### config.mk
export PLATFORM = sky130hd
export DESIGN_NAME = bcd_scan_display_flat
export DESIGN_NICKNAME = d
export VERILOG_FILES = /design/src/rtl/bcd_scan_display_pkg.sv /design/src/rtl/bcd_scan_display_if.sv /design/src/rtl/bcd_scan_display_seg.sv /design/src/rtl/bcd_scan_display.sv /design/src/flat_wrapper.sv
export SDC_FILE = /design/constraint.sdc
export NUM_CORES = 1
export LEC_CHECK = 0
export CORE_ASPECT_RATIO = 1.25
export CORE_MARGIN = 4
export CORE_UTILIZATION = 59
export DETAILED_ROUTE_END_ITERATION = 12
export PLACE_DENSITY_LB_ADDON = 0.05
export SKIP_LAST_GASP = 1
export SYNTH_ARGS = -nofsm -noshare
export SYNTH_HDL_FRONTEND = slang
export SYNTH_HIERARCHICAL = 1
export SYNTH_SLANG_ARGS = --single-unit
### constraint.sdc
create_clock -name clk -period 5.2 [get_ports clk]
set_clock_uncertainty 0.1 [all_clocks]
set_input_delay 1.3 -clock clk [delete_from_list [all_inputs] [get_ports clk]]
set_output_delay 1.3 -clock clk [all_outputs]
set_load 0.01 [all_outputs]
### src/rtl/bcd_scan_display_pkg.sv
// ----------------------------------------------------------------------------
// bcd_disp_pkg
// Shared types and constants for the BCD scan display block.
//   state_e   : scan FSM states (IDLE, BLANK, SHOW)
//   SEG_BLANK : active-low segment pattern with every segment dark
//   seg_lut() : 16-entry BCD to active-low {g,f,e,d,c,b,a} lookup.
//               Codes 10..15 (including the 4'hF blank code) map to SEG_BLANK.
// ----------------------------------------------------------------------------
package bcd_disp_pkg;

   typedef enum logic [1:0] {
      IDLE  = 2'd0,
      BLANK = 2'd1,
      SHOW  = 2'd2
   } state_e;

   localparam logic [6:0] SEG_BLANK = 7'h7F;

   function automatic logic [6:0] seg_lut(input logic [3:0] d);
      logic [6:0] s;
      case (d)
         4'd0:    s = 7'h40;
         4'd1:    s = 7'h79;
         4'd2:    s = 7'h24;
         4'd3:    s = 7'h30;
         4'd4:    s = 7'h19;
         4'd5:    s = 7'h12;
         4'd6:    s = 7'h02;
         4'd7:    s = 7'h78;
         4'd8:    s = 7'h00;
         4'd9:    s = 7'h10;
         default: s = SEG_BLANK;
      endcase
      return s;
   endfunction

endpackage

### src/rtl/bcd_scan_display_if.sv
// ----------------------------------------------------------------------------
// bcd_scan_display_if
// Muxed digit read bus between the scan display (master) and the 8-digit
// BCD counter bank (slave).
//   sel   : digit index requested by the scanner
//   en    : read enable toward the counter bank
//   digit : BCD digit returned for the current sel (4'hF = blank)
// ----------------------------------------------------------------------------
interface bcd_scan_display_if;
   logic [2:0] sel;
   logic       en;
   logic [3:0] digit;

   modport master (output sel, output en, input digit);
   modport slave  (input sel, input en, output digit);
endinterface

### src/rtl/bcd_scan_display_seg.sv
// ----------------------------------------------------------------------------
// bcd_to_seg
// Purely combinational BCD to active-low 7-segment decoder.
//   digit_i : 4-bit BCD code (10..15 decode to all segments off)
//   seg_o   : segments {g,f,e,d,c,b,a}, active-low
// ----------------------------------------------------------------------------
module bcd_to_seg
   import bcd_disp_pkg::*;
(
   input  logic [3:0] digit_i,
   output logic [6:0] seg_o
);

   assign seg_o = seg_lut(digit_i);

endmodule

### src/rtl/bcd_scan_display.sv
// ----------------------------------------------------------------------------
// bcd_scan_display
// Time-multiplexes the 8 digits of the BCD counter bank onto a common-anode
// 7-segment display. Each slot is SLOT_CYC cycles: BLANK_CYC cycles with all
// anodes off while the new digit settles, then the digit is shown.
//
// Ports:
//   clk       : system clock
//   rst       : asynchronous active-high reset
//   disp_on_i : display enable, 0 forces IDLE
//   bus       : counter bank read bus (master side: sel/en out, digit in)
//   seg_o     : segments {g,f,e,d,c,b,a}, active-low
//   dp_o      : decimal point, active-low
//   an_o      : digit anodes, active-low, at most one low
//
// Optional feature: define BCD_SCAN_LZ_BLANK_EN for leading-zero suppression
// (index 0 is most significant, index 7 is never suppressed).
// ----------------------------------------------------------------------------
module bcd_scan_display
   import bcd_disp_pkg::*;
#(
   parameter int          SLOT_CYC  = 50000,
   parameter int          BLANK_CYC = 2,
   parameter logic [7:0]  DP_MASK   = 8'b0010_1000
) (
   input  logic                       clk,
   input  logic                       rst,
   input  logic                       disp_on_i,
   bcd_scan_display_if.master         bus,
   output logic [6:0]                 seg_o,
   output logic                       dp_o,
   output logic [7:0]                 an_o
);

   localparam int                CNT_W      = $clog2(SLOT_CYC);
   localparam logic [CNT_W-1:0]  BLANK_LAST = CNT_W'(BLANK_CYC - 1);
   localparam logic [CNT_W-1:0]  SLOT_LAST  = CNT_W'(SLOT_CYC - 1);

   state_e            state_q;
   logic [CNT_W-1:0]  cnt_q;
   logic [2:0]        sel_q;
   logic              en_q;
   logic [7:0]        an_q;
   logic              dp_q;
   logic [3:0]        digit_q;   // captured digit; held at 4'hF outside SHOW
   logic [3:0]        cap_d;     // value latched into digit_q at end of BLANK
   logic [7:0]        an_sel;    // anode pattern lighting position sel_q

`ifdef BCD_SCAN_LZ_BLANK_EN
   logic              nz_seen_q; // a nonzero digit has been captured this frame
`endif

   // One-low anode pattern for the current index.
   for (genvar gi = 0; gi < 8; gi++) begin : g_an
      assign an_sel[gi] = (sel_q != 3'(gi));
   end

   always_comb begin
      cap_d = bus.digit;
`ifdef BCD_SCAN_LZ_BLANK_EN
      // Zero with only zeros before it in this frame is a leading zero.
      if (bus.digit == 4'd0 && !nz_seen_q && sel_q != 3'd7) begin
         cap_d = 4'hF;
      end
`endif
   end

   always_ff @(posedge clk or posedge rst) begin
      if (rst) begin
         state_q   <= IDLE;
         cnt_q     <= '0;
         sel_q     <= 3'd0;
         en_q      <= 1'b0;
         an_q      <= 8'hFF;
         dp_q      <= 1'b1;
         digit_q   <= 4'hF;
`ifdef BCD_SCAN_LZ_BLANK_EN
         nz_seen_q <= 1'b0;
`endif
      end else if (!disp_on_i) begin
         // Dropping the enable always abandons the slot and rewinds to index 0.
         state_q   <= IDLE;
         cnt_q     <= '0;
         sel_q     <= 3'd0;
         en_q      <= 1'b0;
         an_q      <= 8'hFF;
         dp_q      <= 1'b1;
         digit_q   <= 4'hF;
`ifdef BCD_SCAN_LZ_BLANK_EN
         nz_seen_q <= 1'b0;
`endif
      end else begin
         case (state_q)
            IDLE: begin
               state_q   <= BLANK;
               cnt_q     <= '0;
               sel_q     <= 3'd0;
               en_q      <= 1'b1;
               an_q      <= 8'hFF;
               dp_q      <= 1'b1;
               digit_q   <= 4'hF;
`ifdef BCD_SCAN_LZ_BLANK_EN
               nz_seen_q <= 1'b0;
`endif
            end

            BLANK: begin
               cnt_q <= cnt_q + 1'b1;
               if (cnt_q == BLANK_LAST) begin
                  // digit has had BLANK_CYC cycles to settle after sel moved.
                  state_q <= SHOW;
                  digit_q <= cap_d;
                  an_q    <= an_sel;
                  dp_q    <= ~DP_MASK[sel_q];
`ifdef BCD_SCAN_LZ_BLANK_EN
                  if (bus.digit != 4'd0) begin
                     nz_seen_q <= 1'b1;
                  end
`endif
               end
            end

            SHOW: begin
               if (cnt_q == SLOT_LAST) begin
                  state_q <= BLANK;
                  cnt_q   <= '0;
                  sel_q   <= sel_q + 3'd1;
                  an_q    <= 8'hFF;
                  dp_q    <= 1'b1;
                  digit_q <= 4'hF;
`ifdef BCD_SCAN_LZ_BLANK_EN
                  if (sel_q == 3'd7) begin
                     nz_seen_q <= 1'b0;
                  end
`endif
               end else begin
                  cnt_q <= cnt_q + 1'b1;
               end
            end

            default: begin
               state_q <= IDLE;
               cnt_q   <= '0;
               sel_q   <= 3'd0;
               en_q    <= 1'b0;
               an_q    <= 8'hFF;
               dp_q    <= 1'b1;
               digit_q <= 4'hF;
            end
         endcase
      end
   end

   // Decoder sits on the captured register, so seg_o depends only on flops.
   bcd_to_seg u_seg (
      .digit_i (digit_q),
      .seg_o   (seg_o)
   );

   assign bus.sel = sel_q;
   assign bus.en  = en_q;
   assign dp_o    = dp_q;
   assign an_o    = an_q;

endmodule

### src/flat_wrapper.sv
// flat-port wrapper written by rule: the top's interface ports become plain ports
module bcd_scan_display_flat import bcd_disp_pkg::*;
#(
   parameter int          SLOT_CYC  = 50000,
   parameter int          BLANK_CYC = 2,
   parameter logic [7:0]  DP_MASK   = 8'b0010_1000
)
  (clk, rst, disp_on_i, seg_o, dp_o, an_o, bus_sel, bus_en, bus_digit);
  bcd_scan_display_if bus_i ();
  input  logic clk;
  input  logic rst;
  input  logic disp_on_i;
  output logic [6:0] seg_o;
  output logic dp_o;
  output logic [7:0] an_o;
  output wire logic [$bits(bus_i.sel)-1:0] bus_sel;
  output wire logic [$bits(bus_i.en)-1:0] bus_en;
  input wire logic [$bits(bus_i.digit)-1:0] bus_digit;
  assign bus_sel = bus_i.sel;
  assign bus_en = bus_i.en;
  assign bus_i.digit = bus_digit;
  bcd_scan_display #(.SLOT_CYC(SLOT_CYC), .BLANK_CYC(BLANK_CYC), .DP_MASK(DP_MASK)) u_core (.clk(clk), .rst(rst), .disp_on_i(disp_on_i), .bus(bus_i), .seg_o(seg_o), .dp_o(dp_o), .an_o(an_o));
endmodule
==> metrics.cfg, run 1 <==
[critical_path]
cp.required_ns = 3.80
path_cells = inv_1 -> ha_1 -> or2_1 -> a21oi_2 -> a31oi_1 -> clkdlybuf4s50_1
timing_worst_setup_path_type = register to output pin
max_stage_delay_ns = 0.60
r2r-start = u_core/cnt_q[0]
crit_path_start_kind = register
crit_family = flip-flops
end_kind = output pin
r2r_slack_ns = 2.92
cp_slowest_cell = dfstp_2
reg2regPathDepth = 5
r2r-end = u_core/an_o[2]
crit_fanout = 7
arrival_ns = 2.11
critPathBufInv = 2

[clocking]
clockBufferDepth = 2
cts_max_level = 2
cts_tree = built
cts-resized-gates = 0
root_buffer = clkbuf_8
clock_sinks = 35
clock_latency_ns = 0.29
cts_made_buffers = 5
cts_hold_buf = 0
cts.clk_slew.worst_paths_ns = 0.07
postCtsSetupRepairBufs = 0

[grt]
grt_pass1_wl_mm = 7.04
antenna_found_initial = 0
grt_start_max_net_pins = 20
grtUsageTotal = 0.207
grt-ovfl-total = 0
grt_pass1_vias = 1582

[yosys]
synth_fp_nets = 237
yosysTopAreaCell = dfrtp_1
avgSynthCellArea_sq_um = 9.91
yosysMostFrequentCell = nor2_1
synth_top_area_frac = 0.261
synth_warnings = 6
synthTopCellsByArea = dfrtp_1 26%, dfstp_2 16%, ha_1 10%
synthCells = 213
yosysSeqAreaShare = 0.423
netlist_top_cells_count = 30 x nor2_1, 22 x dfrtp_1, 19 x inv_1
ys_types = 41
netlist_area_sq_mm = 0.00211
synth_seq_cells = 35
synth_async_sr_flop_share = 1.00
synth_edf_count = 0
ys.flop_type = dfrtp_1

[floorplanning]
core_sq_mm = 0.00348
boundaryPins = 27
chipWidth_um = 61.5
start_util = 0.606
die-area_sq_mm = 0.00460
fp.dieH_um = 74.9
num_rows = 24

[drt]
drt_first_pass_iters = 4
finalWirelength_mm = 4.30
wl_per_cell_um = 15.3
drc = 0
drtAntennaViolNets = 0
dr_total_vias = 1592
drtIter0Drc = 71
vias_per_cell = 5.67

[min_path]
holdPathStages = 2
min-delay-path-class = register to register
worstHoldStart = u_core/dp_o
hold_end = u_core/dp_o

[layout]
area_growth_pct = 16.9
final_util = 0.708
final_cells = 281
final_area_sq_mm = 0.00247
drive_gt1_frac = 0.153
finalNetCount = 265
antenna_cells = 0

[place]
portBuffers = 26
dp.cells = 273
dp_hpwl_mm = 3.12
postPlaceCellArea_sq_mm = 0.00238
place.gp.congestion = 0.855
dp_slack_ns = 1.68

[sta]
period_needed_ns = 3.51
min_period_over_period = 0.676
fin_ws_ns = 1.69
fmax_mhz = 285
grt_setup_unrepaired = no
drv_slew = 0
hold_viol = 0
finalSetupViolCount = 0
tightest_slew_ns = 0.671
tns_ns = 0
slew-limit-headroom = 0.551

[pwr]
power_density_mw_per_mm2 = 303
vdd_drop_max_uv = 209
p_leak_nw = 1.07

[flow_run]
maxCapViolCount = 0

[outcome]
status = complete, no violations

[metal layers]
metal,vias to the layer above,share of wire,GRT usage
li1,773,-,-
met1,769,0.40,0.217
met2,46,0.55,0.389
met3,4,0.047,0.0463
met4,0,0.0065,0.0755
met5,-,0,0
[layout by cell type (no fill, tap or decap), drive strengths merged, types with 2 or more instances in the layout]
master,count
a21oi,7
dfrtp,22
o211ai,2
o21ai,8
or3,4
mux2i,9
dfstp,13
xnor2,10
nand2,18
and4,3
nor2,30
clkdlybuf4s50,26
o22ai,3
nor3,4
nand3,7
nor4,5
clkbuf,6
ha,17
inv,19
nand4,4
mux2,8
nand2b,4
xor2,2
a41oi,2
[sequential cells by signal, indices dropped and copies added, names as in the netlist]
signal,flops
u_core/cnt_q,16
u_core/an_o,8
u_core/digit_q,4
u_core/bus.sel,3
u_core/state_q,2
u_core/bus.en,1
u_core/dp_o,1
[how the worst max path moves through the flow]
stage | startpoint | to | slack (ns) | cells after the start
2_1_floorplan | u_core/digit_q[1] | seg_o[0] | 2.57 | 5
3_3_place_gp | disp_on_i | u_core/an_o[2] | 1.75 | 5
3_5_place_dp | disp_on_i | u_core/an_o[2] | 1.68 | 5
4_1_cts | u_core/digit_q[1] | seg_o[3] | 1.66 | 6
5_1_grt | u_core/digit_q[1] | seg_o[3] | 1.56 | 6
6_report | u_core/digit_q[1] | seg_o[3] | 1.69 | 6
[worst reg2reg max path: stages, from the launching register on]
cell and delay (ns):
dfrtp_1 0.40, ha_1 0.25, and4_1 0.25, a41oi_2 0.21, a21oi_4 0.59, mux2_2 0.41
[report_power, final]
part / switching, W / internal (W) / total (W)
logic: 0.000133 / 0.000100 / 0.000233
clock network: 0.0000965 / 0.0000935 / 0.000190
registers: 0.0000247 / 0.000300 / 0.000325
total: 0.000255 / 0.000494 / 0.000749
[final cells by class]
| class | count | area (sq um) |
|---|---|---|
| clock buffer | 6 | 72.6 |
| clock inverter | 2 | 12.5 |
| fill | 266 | 1020 |
| inverter | 19 | 71.3 |
| multi-input combinational | 153 | 1100 |
| sequential | 35 | 892 |
| tap | 39 | 48.8 |
| timing repair buffer | 27 | 268 |
[cell families after synthesis]
| group | synth area share |
|---|---|
| AO/OA/AOI/OAI | 0.0759 |
| XOR/XNOR | 0.0498 |
| adder cells (fa/ha/maj) | 0.101 |
| buffers and inverters | 0.0551 |
| flip-flops | 0.423 |
| multiplexers | 0.0907 |
| AND/OR/NAND/NOR | 0.205 |
[metrics by stage]
step                total power (W)  hold slack [ns]
floorplan                  0.000494            0.342
global placement           0.000540            0.356
detailed placement         0.000558            0.360
CTS                        0.000755            0.377
global route               0.000792            0.394
finish                     0.000749            0.374
(Power assumes the default switching activity.)
==> inputs of run 2 (changes only) <==
--- a/config.mk
+++ b/config.mk
@@ -7,7 +7,7 @@
 export LEC_CHECK = 0
 export CORE_ASPECT_RATIO = 1.25
 export CORE_MARGIN = 4
-export CORE_UTILIZATION = 59
+export CORE_UTILIZATION = 50
 export DETAILED_ROUTE_END_ITERATION = 12
 export PLACE_DENSITY_LB_ADDON = 0.05
 export SKIP_LAST_GASP = 1
==> constraint.sdc (replaced) <==
create_clock -name clk -period 3.15 [get_ports clk]
set_clock_uncertainty 0.1 [all_clocks]
set_input_delay 0.7875 -clock clk [delete_from_list [all_inputs] [get_ports clk]]
set_output_delay 0.7875 -clock clk [all_outputs]
set_load 0.01 [all_outputs]
==> metrics.cfg, run 2 (same netlist as run 1, synthesis figures left out) <==
[outcome]
status = complete, no violations

[clocking]
cts_hold_buf = 0  ; unchanged
cts_tree = built
postCtsSetupRepairBufs = 0  ; unchanged
cts_max_level = 2  ; unchanged
root_buffer = clkbuf_8
clockBufferDepth = 2  ; unchanged
cts_made_buffers = 5  ; unchanged
cts-resized-gates = 0  ; unchanged
clock_latency_ns = 0.28  ; about the same
cts.clk_slew.worst_paths_ns = 0.07  ; about the same
clock_sinks = 35  ; unchanged

[place]
portBuffers = 26  ; unchanged
place.gp.congestion = 0.804  ; -6.0%
dp.cells = 292  ; +7.0%
postPlaceCellArea_sq_mm = 0.00242  ; +1.5%
dp_hpwl_mm = 3.07  ; -1.6%

[sta]
finalSetupViolCount = 0  ; unchanged
grt_setup_unrepaired = no
hold_viol = 0  ; unchanged
hold_ws_ns = 0.367  ; -0.00722 ns
tns_ns = 0  ; unchanged
fmax_mhz = 338
min_period_over_period = 0.939
slew-limit-headroom = 0.535  ; -0.0161
period_needed_ns = 2.96
tightest_slew_ns = 0.695  ; +0.0241 ns
drv_slew = 0  ; unchanged

[layout]
finalNetCount = 267  ; +0.75%
area_growth_pct = 19.3
layout_commonest_cell = nor2_1
final_cells = 300  ; +6.8%
largest_register_ffs = 16  ; unchanged
drive_gt1_frac = 0.160  ; +0.00694
top_register = u_core/cnt_q
antenna_cells = 0  ; unchanged
final_cell_mix = 30 x nor2_1, 26 x clkdlybuf4s50_1, 22 x dfrtp_1
final_area_sq_mm = 0.00252  ; +2.1%

[critical_path]
end_kind = output pin
max_stage_delay_ns = 0.59  ; about the same
r2r_slack_ns = 0.86  ; -2.06 ns
cp_slowest_cell = dfstp_2
r2r-end = u_core/an_o[2]
crit_path_start_kind = register
cp.required_ns = 2.26  ; -1.54 ns
crit_fanout = 7  ; unchanged
r2r-start = u_core/cnt_q[0]
path_cells = inv_1 -> ha_1 -> or2_1 -> a21oi_2 -> a31oi_1 -> clkdlybuf4s50_1
reg2regPathDepth = 5  ; unchanged
timing_worst_setup_path_type = register to output pin
arrival_ns = 2.07  ; -0.04 ns
crit_start = u_core/digit_q[1]

[min_path]
min-delay-path-class = register to register
worstHoldStart = u_core/dp_o
holdPathStages = 2  ; unchanged
hold_end = u_core/dp_o

[grt]
grt_pass1_wl_mm = 7.23  ; +2.7%
grt-ovfl-total = 0  ; unchanged
antenna_found_initial = 0  ; unchanged
grt_start_max_net_pins = 36  ; +80%
grt_pass1_vias = 1587  ; +0.32%
grtUsageTotal = 0.177  ; -0.0298

[drt]
finalWirelength_mm = 4.08  ; -5.1%
drtIter0Drc = 79  ; +11%
drtAntennaViolNets = 0  ; unchanged
drc = 0  ; unchanged
vias_per_cell = 5.17  ; -8.7%
drt_first_pass_iters = 4  ; unchanged
wl_per_cell_um = 13.6  ; -11%
dr_total_vias = 1551  ; -2.6%

[floorplanning]
start_util = 0.515  ; -0.0910
chipWidth_um = 66.1  ; +7.5%
num_rows = 26  ; +8.3%
boundaryPins = 27  ; unchanged
die-area_sq_mm = 0.00533  ; +16%
fp.dieH_um = 80.6  ; +7.7%
core_sq_mm = 0.00410  ; +18%

[pwr]
p_leak_nw = 1.09  ; +1.8%
power.total_w = 0.00127  ; +70%
vdd_drop_max_uv = 317  ; +51%
power_density_mw_per_mm2 = 504  ; +66%

[flow_run]
maxCapViolCount = 0  ; unchanged

run 2: cell count changes in the layout (fill, tap and decap cells not counted), sizes merged:
cell / delta
buf: +2
clkinv: -1
clkbuf: +2
clkinvlp: -1
run 2: per-stage QoR:
stage / utilization / worst slack, ns
final: 0.614 / 0.192
after global routing: 0.614 / 0.0572
after CTS: 0.614 / 0.176
after detailed placement: 0.590 / 0.500
after global placement: 0.590 / 0.565
after floorplan: - / 1.03
run 2: worst max path at each step:
| stage | slack, ns | depth (start not counted) | to |
|---|---|---|---|
| after CTS | 0.18 | 5 | seg_o[1] |
| after floorplan | 1.03 | 5 | seg_o[0] |
| after global placement | 0.57 | 6 | seg_o[3] |
| after global routing | 0.06 | 5 | seg_o[1] |
| final | 0.19 | 6 | seg_o[3] |
| after detailed placement | 0.50 | 5 | seg_o[1] |
run 2: layer usage:
layer / wire length (um) / up-vias / global-route usage
li1: - / 781 / -
met1: 1730 / 744 / 0.208
met2: 2170 / 21 / 0.312
met3: 107 / 5 / 0.0308
met4: 71 / 0 / 0.0732
met5: 0 / - / 0
run 2: final cells by class:
| cell class | instances | area (sq um) |
|---|---|---|
| timing repair buffer | 29 | 283 |
| inverter | 19 | 71.3 |
| multi-input combinational | 153 | 1100 |
| sequential | 35 | 892 |
| tap | 56 | 70.1 |
| clock buffer | 8 | 100 |
| fill | 355 | 1580 |
run 2: power breakdown:
| part | total [W] | internal, W | switching [W] | leakage (nW) |
|---|---|---|---|---|
| logic | 0.000379 | 0.000169 | 0.000210 | 0.595 |
| clock network | 0.000355 | 0.000199 | 0.000156 | 0.0515 |
| registers | 0.000535 | 0.000496 | 0.0000398 | 0.441 |
| total | 0.00127 | 0.000865 | 0.000406 | 1.09 |
run 2: critical path, delay by kind of cell (launching register included):
family / cells / cell delay (ns)
AOI/OAI and AO/OA: 2 / 0.21
adders and majority gates: 1 / 0.18
and+or+nand+nor: 1 / 0.22
buffers and inverters: 2 / 0.59
DFF: 1 / 0.59
